### config.mk
export PLATFORM = sky130hd
export DESIGN_NAME = uart_xcvr_flat
export DESIGN_NICKNAME = d
export VERILOG_FILES = /design/src/rtl/uart_pkg.sv /design/src/rtl/uart_xcvr_if.sv /design/src/rtl/uart_bit_timer.sv /design/src/rtl/uart_xcvr.sv /design/src/flat_wrapper.sv
export SDC_FILE = /design/constraint.sdc
export NUM_CORES = 1
export LEC_CHECK = 0
export BUFFER_PORTS_ARGS = -buffer_cell sky130_fd_sc_hd__buf_2
export CELL_PAD_IN_SITES_DETAIL_PLACEMENT = 1
export CELL_PAD_IN_SITES_GLOBAL_PLACEMENT = 2
export CORE_MARGIN = 5
export CORE_UTILIZATION = 40
export CTS_BUF_LIST = sky130_fd_sc_hd__clkbuf_16
export CTS_CLUSTER_SIZE = 20
export DETAILED_ROUTE_END_ITERATION = 12
export GPL_TIMING_DRIVEN = 0
export MAX_ROUTING_LAYER = met4
export PLACE_DENSITY = 0.75
export SYNTH_ARGS = -nofsm -noshare
export SYNTH_HDL_FRONTEND = slang
export SYNTH_SLANG_ARGS = --single-unit
### constraint.sdc
create_clock -name clk -period 2.6 [get_ports clk]
set_clock_uncertainty 0.05 [all_clocks]
set_input_delay 0.13 -clock clk [delete_from_list [all_inputs] [get_ports clk]]
set_output_delay 0.13 -clock clk [all_outputs]
set_load 0.1 [all_outputs]
### src/rtl/uart_pkg.sv
`timescale 1ns/1ps
// Shared types and helpers for uart_xcvr. The parity-only states exist when UART_PARITY_EN is defined.
package uart_pkg;

`ifdef UART_PARITY_EN
  typedef enum logic [2:0] {T_IDLE, T_START, T_DATA, T_PAR, T_STOP} tx_state_t;
  typedef enum logic [2:0] {R_IDLE, R_START, R_DATA, R_PAR, R_STOP, R_BREAK} rx_state_t;
`else
  typedef enum logic [2:0] {T_IDLE, T_START, T_DATA, T_STOP} tx_state_t;
  typedef enum logic [2:0] {R_IDLE, R_START, R_DATA, R_STOP, R_BREAK} rx_state_t;
`endif

  function automatic int clks_per_bit(input int clk_hz, input int baud);
    return clk_hz / baud;
  endfunction

  // Payload is zero-extended to 9 bits, which leaves the XOR unchanged.
  function automatic logic parity_bit(input logic [8:0] data, input logic odd);
    return (^data) ^ odd;
  endfunction

endpackage

### src/rtl/uart_xcvr_if.sv
`timescale 1ns/1ps
// Bus-side handshake bundle of uart_xcvr: master is the register logic, slave is the transceiver.
interface uart_xcvr_if #(parameter int DATA_BITS = 8);
  logic [DATA_BITS-1:0] tx_data;
  logic                 tx_valid;
  logic                 tx_ready;
  logic                 tx_done;
  logic [DATA_BITS-1:0] rx_data;
  logic                 rx_valid;
  logic                 rx_frame_err;
  logic                 rx_parity_err;

  modport master (
    output tx_data, tx_valid,
    input  tx_ready, tx_done, rx_data, rx_valid, rx_frame_err, rx_parity_err
  );

  modport slave (
    input  tx_data, tx_valid,
    output tx_ready, tx_done, rx_data, rx_valid, rx_frame_err, rx_parity_err
  );
endinterface

### src/rtl/uart_bit_timer.sv
`timescale 1ns/1ps
// Bit-period down-counter: tick when the count reaches zero, then reload a full period.
// clear reloads a full period, or a half period when half is set. No backpressure.
module uart_bit_timer #(
  parameter int CPB = 10
) (
  input  logic clk,
  input  logic rst_n,
  input  logic clear,
  input  logic half,
  output logic tick
);
  localparam int W = $clog2(CPB);
  localparam logic [W-1:0] FULL  = W'(CPB - 1);
  localparam logic [W-1:0] HALFP = W'(CPB / 2 - 1);

  logic [W-1:0] cnt;

  assign tick = (cnt == '0) && !clear;

  always_ff @(posedge clk or negedge rst_n) begin
    if (!rst_n) begin
      cnt <= FULL;
    end else if (clear) begin
      cnt <= half ? HALFP : FULL;
    end else if (cnt == '0) begin
      cnt <= FULL;
    end else begin
      cnt <= cnt - W'(1);
    end
  end
endmodule

### src/rtl/uart_xcvr.sv
`timescale 1ns/1ps
// Full-duplex UART (UART_PARITY_EN adds a parity bit): start bit on tx one cycle after accept, rx_valid ~3 cycles after the stop-bit centre.
// TX backpressures through tx_ready, which is high only while idle; RX has no flow control and overwrites rx_data.
module uart_xcvr
  import uart_pkg::*;
#(
  parameter int CLK_HZ     = 100_000_000,
  parameter int BAUD       = 115_200,
  parameter int DATA_BITS  = 8,
  parameter int STOP_BITS  = 1,
  parameter int PARITY_ODD = 0
) (
  input  logic       clk,
  input  logic       rst_n,
  uart_xcvr_if.slave bus,
  output logic       tx,
  input  logic       rx
);
  localparam int CPB = clks_per_bit(CLK_HZ, BAUD);
  localparam int BW  = $clog2(DATA_BITS + 1);

  if (CPB < 4 || DATA_BITS < 5 || DATA_BITS > 9 || STOP_BITS < 1 || STOP_BITS > 2 ||
      PARITY_ODD < 0 || PARITY_ODD > 1) begin : g_param_chk
    $error("uart_xcvr: illegal parameters (CLK_HZ/BAUD >= 4, DATA_BITS 5..9, STOP_BITS 1..2)");
  end

`ifdef UART_PARITY_EN
  localparam logic ODD = (PARITY_ODD != 0);
`endif

  // ---------------- transmitter ----------------
  tx_state_t            tx_st, tx_st_n;
  logic [DATA_BITS-1:0] tx_sh, tx_sh_n;
  logic [BW-1:0]        tx_bc, tx_bc_n;
  logic                 tx_accept, tx_tick;

  uart_bit_timer #(.CPB(CPB)) u_tx_tmr (
    .clk   (clk),
    .rst_n (rst_n),
    .clear (tx_accept),
    .half  (1'b0),
    .tick  (tx_tick)
  );

`ifdef UART_PARITY_EN
  logic tx_par;
  always_ff @(posedge clk or negedge rst_n) begin
    if (!rst_n)         tx_par <= 1'b0;
    else if (tx_accept) tx_par <= parity_bit(9'(bus.tx_data), ODD);
  end
`endif

  always_ff @(posedge clk or negedge rst_n) begin
    if (!rst_n) begin
      tx_st <= T_IDLE;
      tx_sh <= '0;
      tx_bc <= '0;
    end else begin
      tx_st <= tx_st_n;
      tx_sh <= tx_sh_n;
      tx_bc <= tx_bc_n;
    end
  end

  always_comb begin
    tx_st_n      = tx_st;
    tx_sh_n      = tx_sh;
    tx_bc_n      = tx_bc;
    tx_accept    = 1'b0;
    tx           = 1'b1;
    bus.tx_ready = 1'b0;
    bus.tx_done  = 1'b0;
    case (tx_st)
      T_IDLE: begin
        bus.tx_ready = 1'b1;
        if (bus.tx_valid) begin
          tx_accept = 1'b1;
          tx_sh_n   = bus.tx_data;
          tx_st_n   = T_START;
        end
      end
      T_START: begin
        tx = 1'b0;
        if (tx_tick) begin
          tx_bc_n = '0;
          tx_st_n = T_DATA;
        end
      end
      T_DATA: begin
        tx = tx_sh[0];
        if (tx_tick) begin
          tx_sh_n = tx_sh >> 1;
          if (tx_bc == BW'(DATA_BITS - 1)) begin
            tx_bc_n = '0;
`ifdef UART_PARITY_EN
            tx_st_n = T_PAR;
`else
            tx_st_n = T_STOP;
`endif
          end else begin
            tx_bc_n = tx_bc + BW'(1);
          end
        end
      end
`ifdef UART_PARITY_EN
      T_PAR: begin
        tx = tx_par;
        if (tx_tick) tx_st_n = T_STOP;
      end
`endif
      T_STOP: begin
        if (tx_tick) begin
          if (tx_bc == BW'(STOP_BITS - 1)) begin
            bus.tx_done = 1'b1;
            tx_st_n     = T_IDLE;
          end else begin
            tx_bc_n = tx_bc + BW'(1);
          end
        end
      end
      default: tx_st_n = T_IDLE;
    endcase
  end

  // ---------------- receiver ----------------
  logic [1:0]           rx_sync;
  logic                 rx_s;
  rx_state_t            rx_st, rx_st_n;
  logic [DATA_BITS-1:0] rx_sh, rx_sh_n;
  logic [BW-1:0]        rx_bc, rx_bc_n;
  logic                 rx_clear, rx_half, rx_tick, rx_load;

  always_ff @(posedge clk or negedge rst_n) begin
    if (!rst_n) rx_sync <= 2'b11;
    else        rx_sync <= {rx_sync[0], rx};
  end
  assign rx_s = rx_sync[1];

  uart_bit_timer #(.CPB(CPB)) u_rx_tmr (
    .clk   (clk),
    .rst_n (rst_n),
    .clear (rx_clear),
    .half  (rx_half),
    .tick  (rx_tick)
  );

  always_ff @(posedge clk or negedge rst_n) begin
    if (!rst_n) begin
      rx_st <= R_IDLE;
      rx_sh <= '0;
      rx_bc <= '0;
    end else begin
      rx_st <= rx_st_n;
      rx_sh <= rx_sh_n;
      rx_bc <= rx_bc_n;
    end
  end

  always_comb begin
    rx_st_n  = rx_st;
    rx_sh_n  = rx_sh;
    rx_bc_n  = rx_bc;
    rx_clear = 1'b0;
    rx_half  = 1'b0;
    rx_load  = 1'b0;
    case (rx_st)
      R_IDLE: begin
        if (!rx_s) begin
          rx_clear = 1'b1;
          rx_half  = 1'b1;
          rx_st_n  = R_START;
        end
      end
      R_START: begin
        rx_bc_n = '0;
        if (rx_tick) rx_st_n = rx_s ? R_IDLE : R_DATA;
      end
      R_DATA: begin
        if (rx_tick) begin
          rx_sh_n = {rx_s, rx_sh[DATA_BITS-1:1]};
          if (rx_bc == BW'(DATA_BITS - 1)) begin
`ifdef UART_PARITY_EN
            rx_st_n = R_PAR;
`else
            rx_st_n = R_STOP;
`endif
          end else begin
            rx_bc_n = rx_bc + BW'(1);
          end
        end
      end
`ifdef UART_PARITY_EN
      R_PAR: begin
        if (rx_tick) rx_st_n = R_STOP;
      end
`endif
      R_STOP: begin
        if (rx_tick) begin
          rx_load = 1'b1;
          rx_st_n = rx_s ? R_IDLE : R_BREAK;
        end
      end
      R_BREAK: begin
        if (rx_s) rx_st_n = R_IDLE;
      end
      default: rx_st_n = R_IDLE;
    endcase
  end

  // Results land at the stop-bit sample so they are stable when rx_valid pulses.
  always_ff @(posedge clk or negedge rst_n) begin
    if (!rst_n) begin
      bus.rx_valid     <= 1'b0;
      bus.rx_data      <= '0;
      bus.rx_frame_err <= 1'b0;
    end else begin
      bus.rx_valid <= rx_load;
      if (rx_load) begin
        bus.rx_data      <= rx_sh;
        bus.rx_frame_err <= !rx_s;
      end
    end
  end

`ifdef UART_PARITY_EN
  logic rx_par;
  always_ff @(posedge clk or negedge rst_n) begin
    if (!rst_n) begin
      rx_par            <= 1'b0;
      bus.rx_parity_err <= 1'b0;
    end else begin
      if (rx_st == R_PAR && rx_tick) rx_par <= rx_s;
      if (rx_load) bus.rx_parity_err <= (rx_par != parity_bit(9'(rx_sh), ODD));
    end
  end
`else
  assign bus.rx_parity_err = 1'b0;
`endif
endmodule

### src/flat_wrapper.sv
// flat-port wrapper written by rule: the top's interface ports become plain ports
module uart_xcvr_flat import uart_pkg::*;
#(
  parameter int CLK_HZ     = 100_000_000,
  parameter int BAUD       = 115_200,
  parameter int DATA_BITS  = 8,
  parameter int STOP_BITS  = 1,
  parameter int PARITY_ODD = 0
)
  (clk, rst_n, tx, rx, bus_tx_data, bus_tx_valid, bus_tx_ready, bus_tx_done, bus_rx_data, bus_rx_valid, bus_rx_frame_err, bus_rx_parity_err);
  uart_xcvr_if #(.DATA_BITS(DATA_BITS)) bus_i ();
  input  logic clk;
  input  logic rst_n;
  output logic tx;
  input  logic rx;
  input wire logic [$bits(bus_i.tx_data)-1:0] bus_tx_data;
  input wire logic [$bits(bus_i.tx_valid)-1:0] bus_tx_valid;
  output wire logic [$bits(bus_i.tx_ready)-1:0] bus_tx_ready;
  output wire logic [$bits(bus_i.tx_done)-1:0] bus_tx_done;
  output wire logic [$bits(bus_i.rx_data)-1:0] bus_rx_data;
  output wire logic [$bits(bus_i.rx_valid)-1:0] bus_rx_valid;
  output wire logic [$bits(bus_i.rx_frame_err)-1:0] bus_rx_frame_err;
  output wire logic [$bits(bus_i.rx_parity_err)-1:0] bus_rx_parity_err;
  assign bus_i.tx_data = bus_tx_data;
  assign bus_i.tx_valid = bus_tx_valid;
  assign bus_tx_ready = bus_i.tx_ready;
  assign bus_tx_done = bus_i.tx_done;
  assign bus_rx_data = bus_i.rx_data;
  assign bus_rx_valid = bus_i.rx_valid;
  assign bus_rx_frame_err = bus_i.rx_frame_err;
  assign bus_rx_parity_err = bus_i.rx_parity_err;
  uart_xcvr #(.CLK_HZ(CLK_HZ), .BAUD(BAUD), .DATA_BITS(DATA_BITS), .STOP_BITS(STOP_BITS), .PARITY_ODD(PARITY_ODD)) u_core (.clk(clk), .rst_n(rst_n), .bus(bus_i), .tx(tx), .rx(rx));
endmodule
==> Word-level counts from Yosys, hierarchy flattened <==
Cells that the tools add are included.
Widths: inputs -> output; s select.
{ "word_totals": {"word_cells": 101, "regBits": 62, "inputBits": 12, "output_inout_bits": 14} }
{ "classes": {"addsub": 4, "muxes": 43, "eq_ne": 23, "reduce_logical": 19} }
{ "ops": {"columns": ["op", "count"], "rows": [
  ["$mux 10", 4],
  ["$mux 3", 13],
  ["$mux 4", 7],
  ["$logic_not 10->1", 2],
  ["$ne 2x1->1 const B", 10],
  ["$sub 10x1->10 const B", 2],
  ["$mux 8", 2],
  ["$pmux 8 s2", 1],
  ["$pmux 3 s5", 1],
  ["$eq 3x2->1 const B", 4],
  ["$pmux 3 s4", 1],
  ["$pmux 4 s3", 1],
  ["$reduce_and 6->1", 2],
  ["$mux 1", 10],
  ["$add 4x1->4 const B", 2],
  ["$eq 4x3->1 const B", 2],
  ["$ne 2x2->1 const B", 4],
  ["$pmux 4 s2", 1],
  ["$eq 3x1->1 const B", 2],
  ["$logic_not 3->1", 2],
  ["$reduce_and 3->1", 2],
  ["$reduce_and 5->1", 1],
  ["$logic_not 4->1", 1],
  ["$reduce_bool 2->1", 2],
  ["7 further kinds", 10]
]} }

==> Longest topological paths before layout <==
Gate-level depths: netlist of run 1.
{ "logic_depth": {"word_depth": 6, "ltp_mapped": 8, "mapped_depth_nobuf": 6} }

==> Hierarchy <==
From an unflattened synthesis of run 1, not the netlist that was laid out.
{ "unflattened": {"hier_cells": 304, "area_unflattened_um2": 3091.7} }
{ "by_module_without_submodules": {"columns": ["mod", "cells_each", "area_per_inst_um2", "n_inst", "seq_area_each_um2"], "rows": [
  ["uart_xcvr", 193, 1984.4, 1, 1028.5],
  ["uart_bit_timer (u_core.u_rx_tmr)", 56, 558.0, 1, 257.7],
  ["uart_bit_timer (u_core.u_tx_tmr)", 55, 549.3, 1, 257.7]
]} }

==> Worst setup path after synthesis of run 1 <==
OpenSTA, ideal clock, no wires.
{ "synth_path": {"path_kind": "reg-to-output", "from": "reg u_core.tx_st[0]", "to": "out tx", "setup_slack_ns": -0.747, "path_buffers": 2, "t_arrival_ns": 3.167, "path_stages_with_launch": 6, "path_cell_list": "dfrtp_1 > inv_1 > ha_1 > clkbuf_1 > clkbuf_1 > o21ai_0"} }
{ "synth_via": {"elab_chain_cells": 2, "elab_cells_between_ends": 3} }
{ "synth_rtl": {"columns": ["element", "line_no", "source"], "rows": [
  ["start, declared", "uart_xcvr.sv:32", "tx_state_t tx_st, tx_st_n;"],
  ["start signal, assigned", "uart_xcvr.sv:59", "tx_st <= tx_st_n;"],
  ["$eq 3x2->1 / $eq 3x1->1 (equally long branches)", "uart_xcvr.sv:73", "case (tx_st)"],
  ["$pmux 1 s2 *", "uart_xcvr.sv:73", null],
  ["end, declared", "flat_wrapper.sv:14", "output logic tx;"]
]} }
Every way passes the cells marked *; elsewhere a longest branch is shown, timed or not.

==> Worst setup path in the final report of run 1 <==
{ "layout_path": {"from": "reg u_core.u_tx_tmr.cnt[0]", "to": "out bus_tx_done"} }
{ "layout_via": {"elab_chain_cells": 4} }
{ "layout_rtl": {"columns": ["element", "line_no", "source"], "rows": [
  ["start, declared", "uart_bit_timer.sv:17", "logic [W-1:0] cnt;"],
  ["start signal, assigned", "uart_bit_timer.sv:25", "cnt <= half ? HALFP : FULL;"],
  ["start signal, assigned", "uart_bit_timer.sv:29", "cnt <= cnt - W'(1);"],
  ["$logic_not 10->1", "uart_bit_timer.sv:19", "assign tick = (cnt == '0) && !clear;"],
  ["$logic_and 1x1->1", "uart_bit_timer.sv:19", null],
  ["$mux 1", "uart_xcvr.sv:112", "if (tx_tick) begin"],
  ["$mux 1", "uart_xcvr.sv:73", null],
  ["end, declared", "flat_wrapper.sv:19", "output wire logic [$bits(bus_i.tx_done)-1:0] bus_tx_done;"]
]} }
Every way passes these cells.

==> run_results.csv, run 1 <==
group,metric,value,unit
run_status,status,"completed",
synthesis,synth-async-reset-ratio,1.00,
sta,fmax,419,MHz
placed_design,dp_hpwl,4230,um
clock_tree,cts_buffers,9,
hold_path,min_path_type,"primary input to register",
pwr,power_leakage,0.00161,uW
critical_path,worst_setup_path_start_kind,"register",
clock_tree,cts_tree,"done",
route,drtIter0Drc,49,
critical_path,arrival,2200,ps
sta,setup_viol,0,
clock_tree,clock_latency,320,ps
placed_design,placed_cells,388,
flow_run,max_cap_viol_count,0,
sta,slew-limit-headroom,0.389,
sta,rsz0062_at_grt,"false",
floorplan,dieHeight,96.9,um
route,vias_per_cell,5.17,
synthesis,synth_edf_count,0,
synthesis,synth_top_area_share,0.390,
finish,syn_to_final_growth,17.4,%
synthesis,yosysUniqueCellTypes,55,
critical_path,end_kind,"output pin",
pwr,total_power,2040,uW
critical_path,cp.required,2420,ps
synthesis,avgSynthCellArea,11.4,um^2
clock_tree,clk_pin_slew_worst_paths,50,ps
pwr,ir_drop,296,uV
placed_design,io_buffers,24,
finish,layout-drive-gt1-share,0.333,
sta,post-route-period-util,0.917,
route,drc,0,
floorplan,initial_core_util,0.414,
floorplan,io_pins,26,
global_route,grt_pass1_vias,2284,
pwr,powerDensity,576,nW/um^2
route,first_pass_iters,4,
synthesis,ys_ff_latch,61,
floorplan,die_area,9380,um^2
global_route,grt_start_max_net_pins,62,
global_route,grt_usage,0.145,
route,vias,2095,
global_route,antenna_found_initial,0,
clock_tree,cts.sinks,61,
route,wl_per_cell,15.0,um
global_route,overflow,0,
route,postRouteAntennaNets,0,
synthesis,synth_area_leaders,"dfrtp_1, mux2_2, dfstp_2, ha_1, xnor2_1",
clock_tree,cts-root-buf,"clkbuf_16",
critical_path,crit_type,"register to output pin",
placed_design,gp_congestion,0.752,
sta,slew_viol_final,0,
sta,tightest_slew,907,ps
floorplan,dieWidth,96.9,um
synthesis,yosysWarnings,0,
finish,nets,322,
global_route,grt_pass1_wl,10900,um
synthesis,synth_top_area_cell,"dfrtp_1",
synthesis,yosysSeqAreaShare,0.512,
synthesis,synth_nets,286,
critical_path,critPathMaxFanout,5,
sta,period_minus_slack,2380,ps
floorplan,core_area,7290,um^2
finish,diodes,0,
finish,post_layout_nonfiller_instances,405,
sta,setup-tns-final,0,ps
floorplan,row_count,31,
synthesis,syn_area,3020,um^2
synthesis,synthCells,265,
clock_tree,htreeDepth,3,
sta,hold_viol,0,
route,wl,6070,um
clock_tree,ctsLongestPathBuffers,2,
synthesis,ys.flop_type,"dfrtp_1",
finish,num-fill-cells,824,
clock_tree,post_cts_buffers,0,
-- cell families after synthesis --
| logic type | Yosys count | synth area share |
|---|---|---|
| fa+ha+maj | 9 | 0.0373 |
| buf+inv | 19 | 0.0265 |
| xor+xnor | 10 | 0.0290 |
| flops | 61 | 0.512 |
| simple gates | 89 | 0.175 |
| mux | 35 | 0.130 |
| compound gates | 41 | 0.0900 |
| other cells | 1 | 0.00124 |
-- registers in the layout, summed over array words and instances (netlist names) --
| signal | cells |
|---|---|
| u_core.u_rx_tmr.cnt | 10 |
| u_core.u_tx_tmr.cnt | 10 |
| u_core.bus.rx_data | 8 |
| u_core.rx_sh | 8 |
| u_core.tx_sh | 8 |
| u_core.rx_bc | 4 |
| u_core.tx_bc | 4 |
| u_core.rx_st | 3 |
| u_core.rx_sync | 2 |
| u_core.tx_st | 2 |
| u_core.bus.rx_frame_err | 1 |
| u_core.bus.rx_valid | 1 |
-- per-stage QoR --
stage                     worst slack, ps  utilization  area, um^2  hold slack [ps]
after global placement                207        0.448        3260              185
after detailed placement              215        0.448        3260              187
after CTS                            54.2        0.485        3530             77.0
final                                 215        0.486        3540             85.0
after global routing                 32.7        0.486        3540              101
after floorplan                      12.9            -        3020             -216
-- layer usage --
metal / vias up / global-route usage / share of wire
met1: 1052 / 0.170 / 0.47
met5: - / - / 0
met2: 22 / 0.235 / 0.50
met3: 4 / 0.0511 / 0.025
li1: 1017 / - / -
met4: 0 / 0.0443 / 0.0094
-- timing repair --
item / 4_1_cts / 5_1_grt
hold endpoints to repair: 1 / 47
endpoints found under the setup margin: 1 / 1
pin swaps: 0 / 0
hold buffers: 1 / 1
gates resized for setup: 1 / 0
-- placed cells by master (no fill, tap or decap), types with 5 or more instances in the layout --
master | Yosys | layout
a21oi_1 | 7 | 7
buf_2 | 4 | 27
or3_1 | 5 | 5
o21ai_0 | 12 | 11
clkbuf_16 | 0 | 9
dfstp_2 | 14 | 14
dfrtp_1 | 47 | 47
nand2_1 | 20 | 20
mux2_2 | 33 | 33
nor3_1 | 5 | 5
ha_1 | 9 | 9
inv_1 | 11 | 12
nand3_1 | 6 | 6
xnor2_1 | 9 | 9
nor2_1 | 20 | 19
-- power breakdown --
group | leakage (uW) | internal, uW | switching, uW | total [uW]
clock network | 0.000131 | 627 | 398 | 1030
registers | 0.000743 | 961 | 4.38 | 965
logic | 0.000734 | 18.6 | 31.6 | 50.2
total | 0.00161 | 1610 | 434 | 2040
-- cell type report --
cell class | instances | area (um^2) | share of cell area
plain buffers | 7 | 36.3 | 0.0102
flip-flops and latches | 61 | 1540 | 0.436
repair buffers | 26 | 143 | 0.0403
inverters | 11 | 41.3 | 0.0117
clock buffers | 9 | 225 | 0.0636
clock inverters | 7 | 33.8 | 0.00953
multi-input cells | 185 | 1400 | 0.394
well taps | 99 | 124 | 0.0350
-- critical path, cell delays in order, from the launching register on --
cell and delay, ps:
dfstp_2 380, inv_1 50, ha_1 210, nor4b_2 330
nand4_1 310, nor2_2 180, buf_2 430
-- final timing paths --
check	end	slack, ps	depth (start not counted)	from
max in group asynchronous	u_core.u_rx_tmr.cnt[2]$_DFF_PN0_	1600	2	rst_n
max reg2reg	u_core.tx_sh[7]$_DFFE_PN0P_	480	6	u_core.u_tx_tmr.cnt[0]$_DFF_PN1_
min reg2reg	u_core.rx_sync[1]$_DFF_PN1_	310	0	u_core.rx_sync[0]$_DFF_PN1_
max	bus_tx_done	220	6	u_core.u_tx_tmr.cnt[0]$_DFF_PN1_
min	u_core.u_tx_tmr.cnt[6]$_DFF_PN1_	90	3	bus_tx_valid
min in group asynchronous	u_core.u_tx_tmr.cnt[2]$_DFF_PN0_	380	2	rst_n
-- cells in the mapped netlist (2+ instances only) --
master	instances
ha_1	9
nand2_1	20
clkbuf_1	3
nor3_1	5
nor3b_1	2
nor4_1	3
nand3_1	6
buf_2	4
o31ai_1	3
mux2i_1	2
nor2_1	20
o21ai_0	12
o21a_1	3
o211ai_1	3
or4_1	3
nand3b_1	3
nor2b_1	3
inv_1	11
dfstp_2	14
nand4_1	2
or3b_2	2
xnor2_1	9
mux2_2	33
or3_1	5
a21oi_1	7
and3_1	3
dfrtp_1	47
Note: power is estimated with default switching activity, not from simulation.
==> inputs of run 2 (changes only) <==
Settings changed: CORE_UTILIZATION 40 to 43, PLACE_DENSITY 0.75 to unset, PLACE_DENSITY_LB_ADDON set to 0.1, SLEW_MARGIN set to 5.
Clock period 2.6 ns to 2.9 ns, I/O delays scaled along.
==> run 2 against run 1 <==
Worst setup slack got worse by 38 ps; critical path depth is 1 higher; first-iteration DRC count increased by 12%; cell count is 0.49% lower; register-to-register slack improved by 50 ps.
==> run_results.csv, run 2 (synthesis gave the netlist of run 1 again) <==
group,metric,value,unit
run_status,status,"completed",
pwr,powerDensity,532,nW/um^2
clock_tree,cts_buffers,9,
clock_tree,clock_latency,320,ps
clock_tree,cts_tree,"done",
floorplan,die_area,8790,um^2
clock_tree,cts-root-buf,"clkbuf_16",
floorplan,initial_core_util,0.444,
hold_path,hp-start,"bus_tx_valid",
route,first_pass_iters,4,
route,drc,0,
clock_tree,cts.sinks,61,
critical_path,crit_type,"register to output pin",
critical_path,cpMostUsedCell,"clkbuf_1",
global_route,grt_pass1_vias,2249,
floorplan,dieWidth,93.8,um
sta,post-route-period-util,0.939,
finish,layout_commonest_cell,"dfrtp_1",
clock_tree,htreeDepth,3,
global_route,grt_usage,0.164,
placed_design,io_buffers,24,
sta,fmax,367,MHz
finish,layout-drive-gt1-share,0.319,
critical_path,end_kind,"output pin",
placed_design,dpl_cell_area,3260,um^2
route,drtIter0Drc,55,
clock_tree,cts_hold_buf,2,
global_route,grt_start_max_net_pins,62,
hold_path,min_path_type,"primary input to register",
clock_tree,ctsLongestPathBuffers,2,
critical_path,worst_path_max_delay_cell,"clkbuf_1",
sta,setup-tns-final,0,ps
critical_path,worst_r2r_startpoint,"u_core.tx_st[0]$_DFFE_PN0P_",
floorplan,io_pins,26,
global_route,grt_pass1_wl,11100,um
placed_design,dp_hpwl,4300,um
critical_path,crit_start,"u_core.tx_st[0]$_DFFE_PN0P_",
critical_path,crit_chain,"inv_1 > ha_1 > clkbuf_1 > clkbuf_1 > nand2_1 > o21ai_1 > buf_2",
floorplan,core_area,6790,um^2
global_route,antenna_found_initial,0,
route,vias,2102,
critical_path,arrival,2530,ps
sta,slew-limit-headroom,0.377,
critical_path,cpPeakStageDelay,480,ps
route,wl_per_cell,15.3,um
route,postRouteAntennaNets,0,
finish,layout_top_registers,"u_core.u_rx_tmr.cnt x10, u_core.u_tx_tmr.cnt x10",
global_route,overflow,0,
pwr,ir_drop,260,uV
sta,rsz0062_at_grt,"false",
route,wl,6150,um
sta,period_minus_slack,2720,ps
sta,hold_viol,0,
critical_path,cp.required,2710,ps
finish,final_cell_mix,"dfrtp_1, mux2_2, buf_2, nand2_1, nor2_1",
finish,design_area,3560,um^2
sta,whs,97.0,ps
floorplan,dieHeight,93.8,um
clock_tree,ctsResizeCount,0,
flow_run,max_cap_viol_count,0,
sta,slew_viol_final,0,
clock_tree,clk_pin_slew_worst_paths,50,ps
route,vias_per_cell,5.22,
critical_path,critPathMaxFanout,10,
critical_path,cp_top_family,"buffers and inverters",
finish,nets,323,
critical_path,worst_setup_path_start_kind,"register",
floorplan,row_count,30,
clock_tree,post_cts_buffers,0,
finish,diodes,0,
sta,tightest_slew,926,ps
sta,setup_viol,0,
finish,syn_to_final_growth,18.0,%
pwr,power_leakage,0.00162,uW
placed_design,gp_congestion,0.738,
critical_path,worstPathBufferInverterCount,4,
-- run 2: cell type report --
class	instances	area, um^2
multi-input combinational	185	1400
clock inverter	7	52.6
tap	96	120
sequential	61	1540
buffer	8	38.8
timing repair buffer	26	143
inverter	11	41.3
fill	733	3230
clock buffer	9	225
-- run 2: routing by layer --
layer | wire length, um | vias up | track usage
met5 | 0 | - | -
met1 | 2750 | 1057 | 0.195
met2 | 3180 | 21 | 0.274
met4 | 65 | 0 | 0.0542
met3 | 150 | 5 | 0.0393
li1 | - | 1019 | -
-- run 2: power by group --
part	switching (uW)	internal [uW]	leakage, uW
registers	4.05	862	0.000743
logic	28.2	16.7	0.000731
clock network	341	645	0.000149
total	373	1520	0.00162
-- run 2: final timing paths --
kind	to	slack [ps]	cells past startpoint
min in group asynchronous	u_core.bus.rx_data[7]$_DFFE_PN0P_	400	2
min reg2reg	u_core.rx_sync[1]$_DFF_PN1_	310	0
max reg2reg	u_core.tx_sh[2]$_DFFE_PN0P_	530	6
max	tx	180	7
min	u_core.u_tx_tmr.cnt[6]$_DFF_PN1_	100	3
max in group asynchronous	u_core.bus.rx_data[0]$_DFFE_PN0P_	1880	2
-- run 2: worst register-to-register path: stages, from the launching register on --
cell and delay [ps]:
dfrtp_1 390, inv_1 120, ha_1 160, clkbuf_1 400, clkbuf_1 480, mux2_2 390
mux2_2 270
-- run 2: per-stage QoR --
step           setup WS, ps  total power (uW)  std cells   util
6_report                177              1900        403  0.524
5_1_grt                36.3              2000        403  0.524
4_1_cts                 163              1930        403  0.524
3_5_place_dp            529               924        385  0.480
3_3_place_gp            494               922        385  0.480
2_1_floorplan           298               895        265      -
